==> src/rtl/pwm_pkg.sv <==
// rtl/pwm_pkg.sv - shared types and sizing helpers for the PWM generator
package pwm_pkg;

    localparam int DUTY_W = 4;
    localparam int STEPS  = 16;

    typedef logic [DUTY_W-1:0] duty_t;

    function automatic int pre_width(input int prescale);
        int w;
        w = $clog2(prescale);
        return (w < 1) ? 1 : w;
    endfunction

endpackage

==> src/rtl/pwm_generator_if.sv <==
// rtl/pwm_generator_if.sv - control and output bundle between duty controller, PWM block and pin
interface pwm_generator_if;
    import pwm_pkg::*;

    logic  en;
    duty_t duty_cycle;
    logic  pwm_out;
    logic  period_start;
    duty_t duty_active;

    modport master (
        output en,
        output duty_cycle,
        input  pwm_out,
        input  period_start,
        input  duty_active
    );

    modport slave (
        input  en,
        input  duty_cycle,
        output pwm_out,
        output period_start,
        output duty_active
    );

endinterface

==> src/rtl/pwm_prescaler.sv <==
// rtl/pwm_prescaler.sv - step-rate divider; tick marks the last clock of each step
module pwm_prescaler
    import pwm_pkg::*;
#(
    parameter int PRESCALE = 3125
) (
    input  logic clk,
    input  logic rst,
    input  logic clr,
    output logic tick,
    output logic at_start
);

    localparam int PRE_W = pre_width(PRESCALE);
    localparam logic [PRE_W-1:0] PRE_MAX = PRE_W'(PRESCALE - 1);

    logic [PRE_W-1:0] pre_cnt_q;
    logic [PRE_W-1:0] pre_cnt_d;

    assign tick     = !clr && (pre_cnt_q == PRE_MAX);
    assign at_start = (pre_cnt_q == '0);

    always_comb begin
        pre_cnt_d = pre_cnt_q + 1'b1;
        if (clr || tick) begin
            pre_cnt_d = '0;
        end
    end

    always_ff @(posedge clk or posedge rst) begin
        if (rst) begin
            pre_cnt_q <= '0;
        end else begin
            pre_cnt_q <= pre_cnt_d;
        end
    end

endmodule

==> src/rtl/pwm_generator.sv <==
// rtl/pwm_generator.sv - 16-step PWM with a shadowed duty word loaded only at period wrap
module pwm_generator
    import pwm_pkg::*;
#(
    parameter int PRESCALE = 3125
) (
    input  logic            clk,
    input  logic            rst,
    pwm_generator_if.slave  bus_if
);

    localparam logic [DUTY_W-1:0] LAST_STEP = DUTY_W'(STEPS - 1);

    logic  tick;
    logic  pre_at_start;

    logic [DUTY_W-1:0] step_q;
    duty_t             shadow_q;
    logic              pwm_q;
    logic              period_start_q;
    duty_t             duty_active_q;

    pwm_prescaler #(
        .PRESCALE (PRESCALE)
    ) u_prescaler (
        .clk      (clk),
        .rst      (rst),
        .clr      (!bus_if.en),
        .tick     (tick),
        .at_start (pre_at_start)
    );

    // Outputs are computed from the pre-update counters, so they trail state by one clock.
    always_ff @(posedge clk or posedge rst) begin
        if (rst) begin
            step_q         <= '0;
            shadow_q       <= '0;
            pwm_q          <= 1'b0;
            period_start_q <= 1'b0;
            duty_active_q  <= '0;
        end else begin
            duty_active_q <= shadow_q;
            if (!bus_if.en) begin
                step_q         <= '0;
                shadow_q       <= bus_if.duty_cycle;
                pwm_q          <= 1'b0;
                period_start_q <= 1'b0;
            end else begin
                pwm_q          <= (step_q < shadow_q);
                period_start_q <= (step_q == '0) && pre_at_start;
                if (tick) begin
                    step_q <= step_q + 1'b1;
                    if (step_q == LAST_STEP) begin
                        shadow_q <= bus_if.duty_cycle;
                    end
                end
            end
        end
    end

    assign bus_if.pwm_out      = pwm_q;
    assign bus_if.period_start = period_start_q;
    assign bus_if.duty_active  = duty_active_q;

endmodule

==> src/flat_wrapper.sv <==
// flat-port wrapper written by rule: the top's interface ports become plain ports
module pwm_generator_flat import pwm_pkg::*;
#(
    parameter int PRESCALE = 3125
)
  (clk, rst, bus_if_en, bus_if_duty_cycle, bus_if_pwm_out, bus_if_period_start, bus_if_duty_active);
  pwm_generator_if bus_if_i ();
  input  logic clk;
  input  logic rst;
  input wire logic [$bits(bus_if_i.en)-1:0] bus_if_en;
  input wire logic [$bits(bus_if_i.duty_cycle)-1:0] bus_if_duty_cycle;
  output wire logic [$bits(bus_if_i.pwm_out)-1:0] bus_if_pwm_out;
  output wire logic [$bits(bus_if_i.period_start)-1:0] bus_if_period_start;
  output wire logic [$bits(bus_if_i.duty_active)-1:0] bus_if_duty_active;
  assign bus_if_i.en = bus_if_en;
  assign bus_if_i.duty_cycle = bus_if_duty_cycle;
  assign bus_if_pwm_out = bus_if_i.pwm_out;
  assign bus_if_period_start = bus_if_i.period_start;
  assign bus_if_duty_active = bus_if_i.duty_active;
  pwm_generator #(.PRESCALE(PRESCALE)) u_core (.clk(clk), .rst(rst), .bus_if(bus_if_i));
endmodule
==> config.mk <==
export PLATFORM = sky130hd
export DESIGN_NAME = pwm_generator_flat
export DESIGN_NICKNAME = d
export VERILOG_FILES = /design/src/rtl/pwm_pkg.sv /design/src/rtl/pwm_generator_if.sv /design/src/rtl/pwm_prescaler.sv /design/src/rtl/pwm_generator.sv /design/src/flat_wrapper.sv
export SDC_FILE = /design/constraint.sdc
export NUM_CORES = 1
export LEC_CHECK = 0
export ABC_CLOCK_PERIOD_IN_PS = 1800
export CORE_ASPECT_RATIO = 1.4
export CORE_UTILIZATION = 49
export DETAILED_ROUTE_END_ITERATION = 8
export PLACE_DENSITY = 0.73
export SLEW_MARGIN = 0
export SYNTH_ARGS = -nofsm -noshare
export SYNTH_HDL_FRONTEND = slang
export SYNTH_SLANG_ARGS = --single-unit
export TNS_END_PERCENT = 100
==> constraint.sdc <==
create_clock -name clk -period 1.8 [get_ports clk]
set_input_delay 0.36 -clock clk [delete_from_list [all_inputs] [get_ports clk]]
set_output_delay 0.36 -clock clk [all_outputs]
set_load 0.02 [all_outputs]
==> metrics.md <==
| Metric | Value |
|---|---|
| Clock Path Buffers | `2` |
| Largest family of logic cells by synthesized area | `simple AND/OR/NAND/NOR gates` |
| Worst Skew | `0.00714 ns` |
| Initial antenna violation count | `0` |
| Internal power | `0.913 mW` |
| Via density per instance | `5.08` |
| Reg2reg start | `u_core.u_prescaler.pre_cnt_q[6]` |
| Slew Limit Headroom | `0.759` |
| Footprint of the multi-input gates | `579 µm²` |
| Slew Limit Fails | `0` |
| Area share of fa/ha/maj cells after synthesis | `0.0698` |
| Minimum clock period | `1.79 ns` |
| Via count | `873` |
| Actual slew at the worst max-slew pin | `0.360 ns` |
| Top cell type by total area after synthesis | `dfrtp_1` |
| Complex-gate fraction of the synthesized area | `0.0489` |
| Clock-pin slew on the worst setup and hold paths | `0.15 ns` |
| Final WS setup | `0.0144 ns` |
| Antenna diodes | `0` |
| Die area | `0.00277 mm²` |
| Die Span Y | `61.9 µm` |
| Layout cells sized above 1 | `0.225` |
| Die W | `44.8 µm` |
| Gpl congestion | `0.812` |
| Core area | `0.00242 mm²` |
| Non-filler cells, final | `172` |
| Root buf cell | `clkbuf_4` |
| Synth top area share | `0.518` |
| Power consumption | `1.17 mW` |
| Worst R2R Path Depth | `5` |
| CP required | `2.02 ns` |
| Post-synthesis cell count | `110` |
| Hold WC Path Type | `input pin to asynchronous set/reset pin` |
| Power per cell area | `737 mW/mm²` |
| Wire per inst | `14.4 µm` |
| Top post-synthesis cells by count | `26 x dfrtp_1, 12 x nor2_1, 9 x inv_1, 8 x xor2_1, 7 x ha_1` |
| Post-synth EDFFs | `0` |
| Synth warnings | `0` |
| Final WL | `2470 µm` |
| Total GRT Usage | `0.205` |
| First-pass GRT wire length | `4060 µm` |
| Final hold vios | `0` |
| Path type of the worst setup path | `flop to flop` |
| Max-Cap Viols | `0` |
| Later-pin clock latency in the skew report | `0.32 ns` |
| Leak pwr | `0.770 nW` |
| Sequential share of power | `0.533` |
| CP startpoint kind | `flop` |
| Maximum vdd drop | `0.564 mV` |
| PortBufs | `12` |
| CP Max Fanout | `4` |
| Final core occ | `0.659` |
| Most frequent cell after synthesis | `dfrtp_1` |
| Fin Setup TNS | `0 ns` |
| Fill count | `191` |
| Switching pwr | `0.261 mW` |
| Initial Util | `0.519` |
| Placed cell area | `0.00147 mm²` |
| Ports | `13` |
| Netlist Area Pre-Place | `0.00125 mm²` |
| Mux share of post-synthesis cell area | `0.0439` |
| Remaining Overflow, GRT | `0` |
| Mean Syn Cell Area | `11.4 µm²` |
| Placed instance count | `162` |
| Ys async rst share | `1.00` |
| Final hold slack | `0.364 ns` |
| H-tree Lvls | `1` |
| Synth Flop Type | `dfrtp_1` |
| Setup WS pre-CTS | `0.00569 ns` |
| Area growth syn-to-layout | `27.0%` |
| FF/Latch Area | `653 µm²` |
| Reg2Reg Setup Slack | `0.01 ns` |
| Number of global-route vias before repair | `897` |
| FP Rows | `21` |
| Number of buffers created by CTS | `3` |
| Reg-to-reg critical path endpoint | `u_core.shadow_q[0]` |
| CTS sink count | `26` |
| Design area | `0.00159 mm²` |
| Post-Synth Simple-Gate Area | `0.208` |
| Sw Ratio | `0.222` |
| Final Cycle Share | `0.992` |
| DRC Markers | `0` |
| Setup crit end kind | `flop` |
| Area contributors post-synth | `dfrtp_1 52%, ha_1 7.0%, xor2_1 5.6%, mux2_2 3.6%, nor2_1 3.6%` |
| Clock Power Share | `0.342` |
| Comb pwr share | `0.126` |
| Final Setup Violations | `0` |
| Seq cells post-synth | `26` |
| First DRT Iteration DRCs | `27` |
| Fmax | `560 MHz` |
| Largest net degree at the start of global routing | `27` |
| RSZ-0062 raised after global routing | `yes` |
| Status | `finished, final reports clean` |
| Layout net count | `153` |
| Dpl hpwl | `1750 µm` |
| Drt pass-1 iters | `4` |
| WP data arrival | `2.00 ns` |
| Post-Syn Nets | `124` |
| CTS tree | `done` |
| Seq/Total Area, Yosys | `0.518` |
| CTS Hold Bufs | `0` |
| Final antenna-violating net count | `0` |
| Yosys cell types | `31` |
| Synth Area in XOR/XNOR | `0.0768` |
[cell usage in the layout, fill, tap and decap left out]
cell and count:
a21boi_1 1, a21o_1 2, a21oi_1 1, and2_1 2, and3_2 2, and4_1 2
and4_2 1, buf_4 12, buf_6 2, bufinv_16 1, clkbuf_4 3, clkdlybuf4s50_1 12
dfrtp_1 24, dfrtp_2 2, ha_1 7, inv_1 9, mux2_4 4, mux2i_1 1
nand2_1 6, nand2b_1 2, nand3_1 5, nand4_1 3, nand4_4 1, nor2_1 12
nor2b_1 1, nor2b_2 1, nor3_1 1, nor4_1 1, nor4_4 1, o211ai_1 1
o21ai_0 1, o31ai_4 1, or3_1 1, or4b_1 1, xnor2_1 3, xor2_1 8
[how the worst max path moves through the flow]
| stage | start | end | slack [ns] | cells after the start |
|---|---|---|---|---|
| 2_1_floorplan | u_core.u_prescaler.pre_cnt_q[0] | u_core.shadow_q[0] | 0.02 | 6 |
| 3_3_place_gp | u_core.u_prescaler.pre_cnt_q[3] | u_core.shadow_q[1] | 0.07 | 4 |
| 3_5_place_dp | u_core.u_prescaler.pre_cnt_q[3] | u_core.shadow_q[0] | 0.006 | 4 |
| 4_1_cts | u_core.u_prescaler.pre_cnt_q[6] | u_core.step_q[3] | 0.001 | 5 |
| 5_1_grt | u_core.u_prescaler.pre_cnt_q[6] | u_core.shadow_q[0] | -0.07 | 5 |
| 6_report | u_core.u_prescaler.pre_cnt_q[6] | u_core.shadow_q[0] | 0.01 | 5 |
[kinds of logic (layout without fill, tap and decap cells)]
| logic type | count (synthesis) | count (layout) |
|---|---|---|
| adder cells (fa/ha/maj) | 7 | 7 |
| multiplexers | 5 | 5 |
| flip-flops | 26 | 26 |
| AO/OA/AOI/OAI | 7 | 7 |
| buffers and inverters | 11 | 39 |
| XOR/XNOR | 11 | 11 |
| AND/OR/NAND/NOR | 43 | 43 |
[what timing repair did]
action,CTS,global route
resized for setup,2,8
endpoints found under the setup margin,6,9
buffers inserted,2,4
pin swaps,2,3
[power groups by stage]
| stage | logic (mW) | registers (mW) | clock network [mW] |
|---|---|---|---|
| after floorplan | 0.0552 | 0.653 | 0 |
| after global placement | 0.136 | 0.636 | 0 |
| after detailed placement | 0.139 | 0.637 | 0 |
| after CTS | 0.141 | 0.626 | 0.407 |
| after global routing | 0.162 | 0.628 | 0.426 |
| final | 0.148 | 0.625 | 0.401 |
[registers in the layout, summed over array words and instances, names as in the netlist]
register	cells
u_core.shadow_q	4
u_core.bus_if.duty_active	4
u_core.u_prescaler.pre_cnt_q	12
u_core.bus_if.period_start	1
u_core.bus_if.pwm_out	1
u_core.step_q	4
[worst max-delay path, stage by stage, from the launching register on]
cell and delay [ns]:
dfrtp_2 0.45, nor4_4 0.36, nand4_4 0.17, o31ai_4 0.25
buf_6 0.16, mux2_4 0.30
[final cells by class]
| type | count | share of cell area |
|---|---|---|
| clock inverters | 1 | 0.0188 |
| flip-flops and latches | 26 | 0.410 |
| repair buffers | 26 | 0.146 |
| well taps | 34 | 0.0267 |
| multi-input cells | 73 | 0.363 |
| inverters | 9 | 0.0212 |
| clock buffers | 3 | 0.0141 |
[metal layers]
layer	part of all wire	up-vias	track usage
li1	-	427	-
met1	0.43	431	0.245
met2	0.54	11	0.366
met3	0.024	4	0.0260
met4	0.013	0	0.0909
met5	0	-	0
Power figures use the tool's default switching activity.
==> variant: new RTL, config.mk and constraints unchanged <==
The package constant `DUTY_W` goes from 4 to 6.
--- a/src/rtl/pwm_pkg.sv
+++ b/src/rtl/pwm_pkg.sv
@@ -1,7 +1,7 @@
 // rtl/pwm_pkg.sv - shared types and sizing helpers for the PWM generator
 package pwm_pkg;
 
-    localparam int DUTY_W = 4;
+    localparam int DUTY_W = 6;
     localparam int STEPS  = 16;
 
     typedef logic [DUTY_W-1:0] duty_t;
Ports: changed (resized bus_if_duty_active and bus_if_duty_cycle); port bits go from 13 to 17. No check against the original RTL was run, so the function may have changed too.
==> variant against the unedited design <==
- setup slack improved by 0.056 ns
- power rose by 30%
- critical path depth unchanged
- cell area rose by 22%
- routed wire length grew 28%
- clock skew down 0.0036 ns
- critical endpoint is now u_core.shadow_q[3]
- area after synthesis up 21%
- global-route usage up 2.2 points
- clock power is 40% higher
- via count increased by 29%
- sequential cell count grew 6
==> variant: results (changes against the unedited design) <==
- Maximum vdd drop: 0.000610 V (+8.3%)
- Routed length on met1: 1.13 mm (+7.4%)
- Setup CP Type: flop to flop
- Routed vias: 1,127 (+29%)
- Worst skew pair latency: 0.28 ns (-0.04 ns)
- Crit path to: u_core.shadow_q[3]
- Largest register FFs: 12 (unchanged)
- Worst-path clk slew: 0.06 ns (-0.09 ns)
- Clk buf depth: 2 (unchanged)
- Synth async-reset ratio: 100% (unchanged)
- Slowest cell on crit path: dfrtp_1
- CTS buffer count: 5 (+2)
- Tcrit/Tclk final: 96.1% (-3.1 points)
- Initial antenna violation count: 0 (unchanged)
- Synth top cells by count: dfrtp_1, inv_1, nor2_1
- GRT Resource Usage Total: 22.7% (+2.2 points)
- Number of remaining DRC errors: 0 (unchanged)
- Number of global-route vias before repair: 1,245 (+39%)
- DR iter-0 viols: 10 (-63%)
- Met3 wire length: 96 um (+60%)
- Pleak: 0.879 nW (+14%)
- Root Driver: clkbuf_8
- Setup WS pre-CTS: -0.0300 ns (-0.0357 ns)
- Netlist cell types: 31 (unchanged)
- Post-Route WL: 3.16 mm (+28%)
- Synthesized area per cell: 10.9 um2 (-4.2%)
- Post-synth net total: 157 (+27%)
- Worst EP arrival: 1.90 ns (-0.10 ns)
- Share of layout cells above drive strength 1: 19.8% (-2.7 points)
- Crit Path Max Fanout: 3 (-1)
- Post-synthesis sequential area ratio: 52.7% (+0.87 points)
- Ranking of synthesized cells by area: dfrtp_1, ha_1, xnor2_1, mux2_2, inv_1
- Fin. max-slew vios: 0 (unchanged)
- Slew HR: 73.3% (-2.6 points)
- Drt pass-1 iters: 4 (unchanged)
- Worst r2r path cells: 5 (unchanged)
- WL met2: 1.85 mm (+40%)
- Final GP Congestion: 0.781 (-3.8%)
- DP HPWL: 2.36 mm (+35%)
- Antenna Cells: 0 (unchanged)
- Largest net degree at the start of global routing: 13 (-52%)
- R2R Path Start: u_core.u_prescaler.pre_cnt_q[3]
- Dpl cells: 203 (+25%)
- Status: finished, final reports clean
- First-pass GRT wire length: 5.51 mm (+36%)
- CTS HTree Levels: 2 (+1)
- Final #Nets: 194 (+27%)
- Fillers: 227 (+19%)
- CP peak stage delay: 0.41 ns (-0.04 ns)
- Yosys warning total: 0 (unchanged)
- FF-to-FF setup slack: 0.07 ns (+0.06 ns)
- Vias per cell: 5.27 (+3.8%)
- Tightest Hold Check Type: input port to asynchronous set/reset pin
- Clk_skew: 0.00358 ns (-0.00356 ns)
- Top layer in use: met4
- IO Port Bufs: 16 (+4)
- Biggest register: u_core.u_prescaler.pre_cnt_q
[variant: metrics by stage]
step	setup TNS (ns)	instance area, um2
detailed placement	-0.136	1820
finish	0	1940
global placement	0	1820
global route	-0.107	1940
floorplan	0	1520
CTS	0	1920
[variant: layout make-up]
cell class	instances	area (um2)	area share (%)
Sequential cell	32	801	41.3
Multi-Input combinational cell	89	656	33.8
Timing Repair Buffer	33	288	14.8
Clock buffer	6	82.6	4.26
Inverter	15	56.3	2.90
Tap cell	37	46.3	2.39
Clock inverter	2	10.0	0.516
[variant: how the worst min path moves through the flow]
stage          cells past startpoint  slack [ns]                      endpoint                from
2_1_floorplan                      0        0.37  u_core.bus_if.duty_active[0]  u_core.shadow_q[0]
3_3_place_gp                       0        0.38  u_core.bus_if.duty_active[2]  u_core.shadow_q[2]
3_5_place_dp                       0        0.39  u_core.bus_if.duty_active[4]  u_core.shadow_q[4]
4_1_cts                            2        0.36            u_core.shadow_q[5]                 rst
5_1_grt                            2        0.38            u_core.shadow_q[5]                 rst
6_report                           2        0.36  u_core.bus_if.duty_active[4]                 rst
[variant: what timing repair did]
action                     4_1_cts  5_1_grt
pin swaps                        1        1
setup endpoints to repair        6        9
buffers inserted                 2        1
hold endpoints to repair         0        0
resized for setup                0        2
[variant: critical path: cells and delay by family (launching register included)]
kind	cells	cell delay, ns
AO/OA/AOI/OAI	1	0.25
buffers and inverters	1	0.17
flip-flops	1	0.41
multiplexers	1	0.33
AND/OR/NAND/NOR	2	0.45
[variant: power by group]
part	total [mW]	internal (mW)	switching [mW]
registers	0.773	0.755	0.0178
clock network	0.560	0.304	0.255
logic	0.188	0.0964	0.0917
[variant: routing by layer]
metal / GRT usage (%) / vias to the layer above
met5: 0 / -
met4: 10.7 / 0
met3: 5.11 / 9
met2: 46.7 / 22
met1: 20.9 / 554
li1: - / 542
[variant: cell families after synthesis]
logic type | Yosys count | synth area share (%)
adders and majority gates | 9 | 7.41
AOI/OAI and AO/OA | 13 | 6.75
and+or+nand+nor | 49 | 17.1
DFF | 32 | 52.7
xor gates and xnor gates | 11 | 6.34
muxes | 7 | 5.11
buffers and inverters | 18 | 4.61
